$ cat config.mk
export PLATFORM = sky130hd
export DESIGN_NAME = icache_refill
export DESIGN_NICKNAME = d
export VERILOG_FILES = /design/src/rtl/icache_refill_pkg.sv /design/src/rtl/icache_refill.sv
export SDC_FILE = /design/constraint.sdc
export NUM_CORES = 1
export LEC_CHECK = 0
export ABC_AREA = 1
export CORE_MARGIN = 5
export CORE_UTILIZATION = 40
export CTS_CLUSTER_SIZE = 40
export DETAILED_ROUTE_END_ITERATION = 12
export PLACE_DENSITY = 0.71
export SLEW_MARGIN = 20
export SYNTH_ARGS = -nofsm -noshare
export SYNTH_HDL_FRONTEND = slang
export SYNTH_SLANG_ARGS = --single-unit
$ cat constraint.sdc
create_clock -name clk -period 1.8 [get_ports clk]
set_clock_uncertainty 0.2 [all_clocks]
set_input_delay 0.18 -clock clk [delete_from_list [all_inputs] [get_ports clk]]
set_output_delay 0.18 -clock clk [all_outputs]
set_load 0.005 [all_outputs]
$ cat src/rtl/icache_refill_pkg.sv
// Shared icache refill types and constants.
// State encoding, beat count and line word-slice helpers.
package icache_refill_pkg;

  typedef enum logic [1:0] {
    S_IDLE = 2'd0,
    S_REQ  = 2'd1,
    S_FILL = 2'd2,
    S_DONE = 2'd3
  } state_t;

  localparam int BEATS  = 4;
  localparam int WORD_W = 32;
  localparam int LINE_W = BEATS * WORD_W;

  // Word 0 sits in the most significant slice of the line.
  function automatic int word_hi(input int n);
    return LINE_W - 1 - WORD_W * n;
  endfunction

endpackage

$ cat src/rtl/icache_refill.sv
// Instruction-cache line refill engine: one wrapping 4-beat burst per miss,
// per-word valids for early critical-word forwarding, one-cycle line write.
module icache_refill
  import icache_refill_pkg::*;
#(
  parameter int ADDR_W = 18
) (
  input  logic              clk,
  input  logic              reset,
  input  logic              miss,
  input  logic [ADDR_W-1:0] miss_addr,
  output logic              mem_req,
  output logic [ADDR_W-1:0] mem_addr,
  input  logic              mem_gnt,
  input  logic              mem_rvalid,
  input  logic [31:0]       mem_rdata,
  output logic [ADDR_W-1:0] last_addr,
  output logic              data0_valid,
  output logic              data1_valid,
  output logic              data2_valid,
  output logic              data3_valid,
  output logic [127:0]      wdata,
  output logic              done,
  output logic              cache_we,
  output logic              busy
);

  state_t              r_state;
  state_t              w_next;
  logic [1:0]          r_sw;
  logic [1:0]          r_cnt;
  logic [ADDR_W-1:0]   r_last_addr;
  logic [ADDR_W-1:0]   r_mem_addr;
  logic [LINE_W-1:0]   r_wdata;
  logic [BEATS-1:0]    r_valid;
  logic                w_accept;
  logic                w_beat;
  logic [1:0]          w_word;
  logic                w_mem_req;
  logic                w_busy;
  logic                w_done;

  assign w_accept = (r_state == S_IDLE) && miss;
  assign w_beat   = (r_state == S_FILL) && mem_rvalid;
  assign w_word   = r_sw + r_cnt;

  always_ff @(posedge clk) begin
    if (reset) r_state <= S_IDLE;
    else       r_state <= w_next;
  end

  always_comb begin
    w_next    = r_state;
    w_mem_req = 1'b0;
    w_busy    = 1'b1;
    w_done    = 1'b0;
    unique case (r_state)
      S_IDLE: begin
        w_busy = 1'b0;
        if (miss) w_next = S_REQ;
      end
      S_REQ: begin
        w_mem_req = 1'b1;
        if (mem_gnt) w_next = S_FILL;
      end
      S_FILL: begin
        if (mem_rvalid && (r_cnt == 2'd3)) w_next = S_DONE;
      end
      S_DONE: begin
        w_done = 1'b1;
        w_next = S_IDLE;
      end
      default: w_next = S_IDLE;
    endcase
  end

  always_ff @(posedge clk) begin
    if (reset) begin
      r_sw        <= '0;
      r_cnt       <= '0;
      r_last_addr <= '0;
      r_mem_addr  <= '0;
      r_wdata     <= '0;
      r_valid     <= '0;
    end else begin
      if (w_accept) begin
        r_sw        <= miss_addr[1:0];
        r_cnt       <= '0;
        r_last_addr <= miss_addr;
        r_mem_addr  <= miss_addr;
        r_valid     <= '0;
      end
      if (w_beat) begin
        for (int n = 0; n < BEATS; n++) begin
          if (w_word == 2'(n)) begin
            r_wdata[word_hi(n) -: WORD_W] <= mem_rdata;
            r_valid[n]                    <= 1'b1;
          end
        end
        r_cnt <= r_cnt + 2'd1;
      end
    end
  end

  assign mem_req     = w_mem_req;
  assign mem_addr    = r_mem_addr;
  assign last_addr   = r_last_addr;
  assign data0_valid = r_valid[0];
  assign data1_valid = r_valid[1];
  assign data2_valid = r_valid[2];
  assign data3_valid = r_valid[3];
  assign wdata       = r_wdata;
  assign done        = w_done;
  assign cache_we    = w_done;
  assign busy        = w_busy;

endmodule

==> metrics.md, run 1 <==
| Metric | Value |
|---|---|
| Status | `complete, no violations` |
| Layout cells sized above 1 | `0.113` |
| Gate Count Post-Synth | `around 960` |
| Total power | `10,900 uW` |
| Worst-skew pair later-pin latency | `~0.43 ns` |
| PwrDens | `1080 nW/um2` |
| Worst Setup Start Kind | `flip-flop` |
| Synthesized cell area | `6830 um2` |
| Worst R2R Path Depth | `10` |
| Antenna cells | `0` |
| Worst hold path type | `in -> reg` |
| Via Count | `approximately 6,500` |
| Synth Net Count | `1,020` |
| Clock Root Buffer | `clkbuf_16` |
| Peak supply drop | `0.778 mV` |
| Die area | `19,800 um2` |
| Largest net degree at the start of global routing | `66` |
| Starting Density | `0.410` |
| Post-synth top area share | `0.452` |
| DRC | `0` |
| Pre-Repair DR Iteration Count | `6` |
| Reg2reg end | `wdata[49]` |
| Final Max Slew Viols | `0` |
| Final ANT Viol Nets | `0` |
| # rows | `47` |
| Worst r2r src | `r_state[0]` |
| First-pass GRT wire length | `30,400 um` |
| FF+latch count, synth | `154` |
| Synth-to-layout area growth | `47.8%` |
| Sequential share of the synthesized area | `0.452` |
| Hold Path Depth | `3` |
| TNS Setup | `0 ns` |
| Clk sink count | `154` |
| Initial antenna violation count | `0` |
| H-tree depth | `4` |
| CP Capture Type | `flip-flop` |
| Num CTS Buffers | `17` |
| # hold bufs at CTS | `0` |
| Setup CP Type | `reg -> reg` |
| Worst setup startpoint | `r_state[0]` |
| Vias per cell | `4.67` |
| DRT iter0 DRCs | `350` |
| Grt ovf | `0` |
| Fill count | `approximately 1,500` |
| Crit path DAT | `1.90 ns` |
| Worst slew margin | `0.777` |
| Reg2reg setup slack | `0.06 ns` |
| Hpwl dp | `14,200 um` |
| Die H | `141 um` |
| Warnings, synthesis | `0` |
| Distinct cells, synth | `23` |
| RSZ-0062 raised after global routing | `yes` |
| Max-cap check violation count | `0` |
| F_max | `approximately 580 MHz` |
| Critical path fanouts, max | `9` |
| Worst-margin pin slew | `approximately 0.34 ns` |
| FF/Latch Area | `3090 um2` |
| Largest cells by area after synthesis | `dfxtp_1 45%, nor2_1 13%, nand2_1 11%` |
| Clk slew on worst S/H paths | `about 0.06 ns` |
| Area of the core | `16,600 um2` |
| Final net count | `1,225` |
| Syn_area_per_cell | `a little over 7 um2` |
| Lkg Pwr | `roughly 0.0045 uW` |
| Worst min-delay path endpoint | `mem_addr[5]` |
| Final hold viol count | `0` |
| I/O pin cnt | `227` |
| Vias in the first global route | `5,584` |
| Endpoints failing setup | `0` |
| Multi-input gate area | `around 2800 um2` |
| Die X | `approximately 140 um` |
| CTS tree | `built` |
| Hold Crit Start | `miss_addr[5]` |
| GPL Wtd Cong | `approximately 0.84` |
| Port Buf Inserts | `226` |
| Tmin final | `1.74 ns` |
| WL/cell | `approximately 15 um` |
| Clock buffer depth | `2` |
| Top cell type by total area after synthesis | `dfxtp_1` |
| Crit share post-route | `0.965` |
| Gr usage total | `0.193` |
| Routed WL | `21,100 um` |
| Required time worst endpoint | `slightly below 2 ns` |
## flip-flops by register name, summed over array words and instances, names as in the netlist
signal / count
mem_addr: 17
r_cnt: 2
r_state: 2
r_sw: 1
r_valid: 4
wdata: 128
## through the flow
stage / instances / utilization / cell area, um2 / hold slack [ns] / setup WS, ns
floorplan: 959 / - / 6830 / 0.0491 / 0.118
global placement: 1349 / 0.550 / 9150 / 0.249 / 0.0175
detailed placement: 1349 / 0.550 / 9150 / 0.251 / -0.0161
CTS: 1380 / 0.587 / 9760 / 0.154 / 0.0104
global route: 1396 / 0.606 / 10100 / 0.171 / -0.0193
finish: 1396 / 0.606 / 10100 / 0.171 / 0.0624
## layout make-up
class | instances | share of cell area
Sequential cell | 154 | 0.306
Timing Repair Buffer | 266 | 0.283
Multi-Input combinational cell | 614 | 0.282
Clock buffer | 18 | 0.0435
Inverter | 111 | 0.0415
Tap cell | 220 | 0.0273
Clock inverter | 13 | 0.0169
## timing repair
action	CTS	global route
endpoints found under the hold margin	0	0
endpoints found under the setup margin	4	132
gates resized for setup	9	21
gates cloned	0	9
buffers inserted	0	9
pin swaps	0	7
## worst max path at each step
| stage | to | slack, ns | depth (start not counted) |
|---|---|---|---|
| floorplan | wdata[78] | 0.12 | 8 |
| global placement | wdata[122] | 0.02 | 7 |
| detailed placement | wdata[127] | -0.02 | 7 |
| CTS | wdata[61] | 0.01 | 9 |
| global route | wdata[60] | -0.02 | 9 |
| finish | wdata[49] | 0.06 | 10 |
## synth_stat cells (all sizes together)
cell,count
clkinv,1
a21oi,72
or2,1
ha,6
nand3,68
buf,72
clkbuf,8
o21ai,19
inv,110
dfxtp,154
nand3b,1
nand2,215
nor2,232
## critical path: stages, from the launching register on
cell	delay, ns
dfxtp_2	0.33
inv_2	0.08
ha_4	0.15
nand2_4	0.07
nor2_4	0.21
nand3_4	0.10
buf_12	0.17
clkbuf_16	0.17
nand2_1	0.06
nand2_1	0.04
nor2_1	0.09
## layer usage
metal	track usage	vias to the layer above	wire, um
li1	-	3309	-
met1	0.259	2966	9240
met2	0.284	200	9630
met3	0.0562	39	1460
met4	0.0959	0	763
met5	0	-	0
## placed cells by master (no fill, tap or decap), types with 5 or more instances in the layout
cell type / instances
nand2_1: 204
clkdlybuf4s50_1: 222
a21oi_1: 72
nand2_2: 6
inv_1: 106
buf_12: 14
nor2_1: 227
nand3_2: 31
nand2_4: 5
o21ai_0: 19
dfxtp_1: 150
nand3_1: 35
clkbuf_16: 23
buf_4: 17
## kinds of logic after synthesis
family / synth area share
AOI/OAI and AO/OA: 0.0667
buffers and inverters: 0.142
adders and majority gates: 0.0110
DFF: 0.452
and+or+nand+nor: 0.329
## where the power goes
part           internal [uW]  switching (uW)  total [uW]
logic                   1610            1530        3150
registers               3780             236        4020
clock network           2220            1480        3700
total                   7620            3250       10900
(Power assumes the default switching activity.)
==> run 2: changes to the inputs <==
Settings changed: MAX_ROUTING_LAYER from default to met4, SKIP_CTS_REPAIR_TIMING from default to 1.
==> run 2 against run 1 <==
Effect of this change:
- the flow now finishes with violations (setup timing)
- core utilization grew 2.0 points
- routed wire length grew 6.2%
- register-to-register slack lost 0.08 ns
- hold slack gained 0.0023 ns
- final area grew 3.3%
- combinational power grew 3%
- maximum frequency shrank 5.2%
- global-route usage grew 0.51 points
- first-iteration DRC count grew 12%
- sequential power is essentially flat
- largest cell class unchanged
- largest power group unchanged
==> metrics.md, run 2 (synthesis gave the netlist of run 1 again) <==
| Metric | Value |
|---|---|
| I/O pin cnt | `227 (unchanged)` |
| Clk slew on worst S/H paths | `0.06 ns (about the same)` |
| DRT iter0 DRCs | `392 (+12%)` |
| Grt ovf | `0 (unchanged)` |
| Port Buf Inserts | `226 (unchanged)` |
| Total power | `11,000 uW (+0.89%)` |
| Sw frac | `0.302 (+0.00265)` |
| CP Capture Type | `output pin` |
| Tmin final | `1.83 ns (+0.0956 ns)` |
| Clock Power Share | `0.339 (-0.002)` |
| Initial antenna violation count | `0 (unchanged)` |
| Max reg flops | `128 (unchanged)` |
| Setup CP Type | `reg -> out` |
| Starting Density | `0.410 (unchanged)` |
| Routed WL | `22,400 um (+6.2%)` |
| Most frequent cells in the layout | `224 x clkdlybuf4s50_1, 196 x nor2_1, 179 x nand2_1, 149 x dfxtp_1, 106 x inv_1` |
| Worst r2r src | `r_sw[0]` |
| Worst slew margin | `0.782 (+0.00508)` |
| PwrDens | `1050 nW/um2 (-2.4%)` |
| Antenna cells | `0 (unchanged)` |
| Hpwl dp | `14,200 um (unchanged)` |
| Worst setup startpoint | `r_state[1]` |
| Most common cell after layout, fill and taps aside | `clkdlybuf4s50_1` |
| Pre-Repair DR Iteration Count | `5 (-1)` |
| First-pass GRT wire length | `30,300 um (-0.32%)` |
| Worst Setup Start Kind | `flip-flop` |
| Layout cells sized above 1 | `0.167 (+0.0536)` |
| Crit share post-route | `1.02 (+0.0531)` |
| Post-place instance area | `9150 um2 (unchanged)` |
| Final ANT Viol Nets | `0 (unchanged)` |
| Critical path's largest stage delay | `0.50 ns (+0.17 ns)` |
| Die area | `19,800 um2 (unchanged)` |
| Vias in the first global route | `5,579 (-0.090%)` |
| Die X | `141 um (unchanged)` |
| F_max | `545 MHz (-5.2%)` |
| Clk sink count | `154 (unchanged)` |
| Endpoints failing setup | `9 (+9)` |
| Power share of the sequential group | `0.367 (-0.003)` |
| Clock buffer depth | `2 (unchanged)` |
| Final worst slack | `-0.0332 ns (-0.0956 ns)` |
| WL/cell | `16.0 um (+5.7%)` |
| Failing checks | `setup timing` |
| Die H | `141 um (unchanged)` |
| H-tree depth | `4 (unchanged)` |
| Max-cap check violation count | `0 (unchanged)` |
| Worst-margin pin slew | `0.327 ns (-0.00762 ns)` |
| Lkg Pwr | `0.00454 uW (+0.99%)` |
| Num CTS Buffers | `17 (unchanged)` |
| Critical path fanouts, max | `3 (-6)` |
| Final net count | `1,231 (+0.49%)` |
| Via Count | `6,624 (+1.7%)` |
| Util after Layout | `0.627 (+0.0202)` |
| Combinational share of power | `0.295 (+0.005)` |
| Hold Crit Start | `miss_addr[5]` |
| Status | `complete, but fails checks` |
| Net Sw Power | `3310 uW (+1.8%)` |
| Final hold viol count | `0 (unchanged)` |
| RSZ-0062 raised after global routing | `yes` |
| Area of the core | `16,600 um2 (unchanged)` |
| Clock Root Buffer | `clkbuf_16` |
| # rows | `47 (unchanged)` |
| DRC | `0 (unchanged)` |
| GPL Wtd Cong | `0.858 (+2.4%)` |
| Largest net degree at the start of global routing | `66 (unchanged)` |
| CTS tree | `built` |
| Peak supply drop | `0.785 mV (+0.90%)` |
| Critical path's slowest cell | `clkdlybuf4s50_1` |
| Synth-to-layout area growth | `52.7%` |
| Design area | `10,400 um2 (+3.3%)` |
| Vias per cell | `4.72 (+1.3%)` |
| Crit path cell chain | `ha_1 > clkdlybuf4s50_1` |
| Crit path DAT | `1.45 ns (-0.45 ns)` |
| Internal power | `7660 uW (+0.51%)` |
| Worst hold path type | `in -> reg` |
| Required time worst endpoint | `1.42 ns (-0.55 ns)` |
| Final Max Slew Viols | `0 (unchanged)` |
| Gr usage total | `0.198 (+0.00507)` |
| Worst-skew pair later-pin latency | `0.42 ns (about the same)` |
| Dpl ws | `-0.0161 ns (unchanged)` |
## run 2: cell types whose count changed in the layout (fill, tap and decap cells not counted), sizes merged
cell and change:
buf +4, clkbuf +1, clkdlybuf4s50 +2, dlygate4sd2 -4
dlymetal6s2s +2, nand3 +1
## run 2: power by group through the flow
stage / Combinational [uW] / Sequential (uW) / Clock [uW]
global placement: 2950 / 4060 / 0
floorplan: 1680 / 4070 / 0
finish: 3230 / 4020 / 3710
global route: 3520 / 4070 / 3920
detailed placement: 2990 / 4070 / 0
CTS: 3000 / 4000 / 3770
## run 2: area by class of cell
type / instances / area (um2)
multi-input cells: 615 / 3080
inverters: 111 / 419
flip-flops and latches: 154 / 3090
well taps: 220 / 275
repair buffers: 271 / 2960
fillers: 1472 / 6210
clock buffers: 18 / 439
clock inverters: 13 / 170
## run 2: final timing paths
check	end	slack, ns	depth (start not counted)
worst max register to register	wdata[10]	-0.02	8
worst min register to register	r_valid[1]	0.27	2
worst max-delay path	done	-0.03	2
worst min-delay path	mem_addr[5]	0.17	3
## run 2: per-stage QoR
step | setup TNS (ns) | cells | hold slack, ns
after floorplan | 0 | 959 | 0.0491
after global routing | -4.76 | 1402 | 0.173
final | -0.0941 | 1402 | 0.173
after global placement | 0 | 1349 | 0.249
after CTS | -0.496 | 1380 | 0.154
after detailed placement | -0.130 | 1349 | 0.251
## run 2: routing by layer
metal,global-route usage,wire length (um)
met4,0.0928,869
met2,0.283,10400
met5,-,0
met1,0.262,9710
met3,0.0518,1380
## run 2: critical path: cells and delay by family (launching register included)
kind                     cells  cell delay (ns)
flip-flops                   1             0.37
adder cells (fa/ha/maj)      1             0.16
buffers and inverters        1             0.50
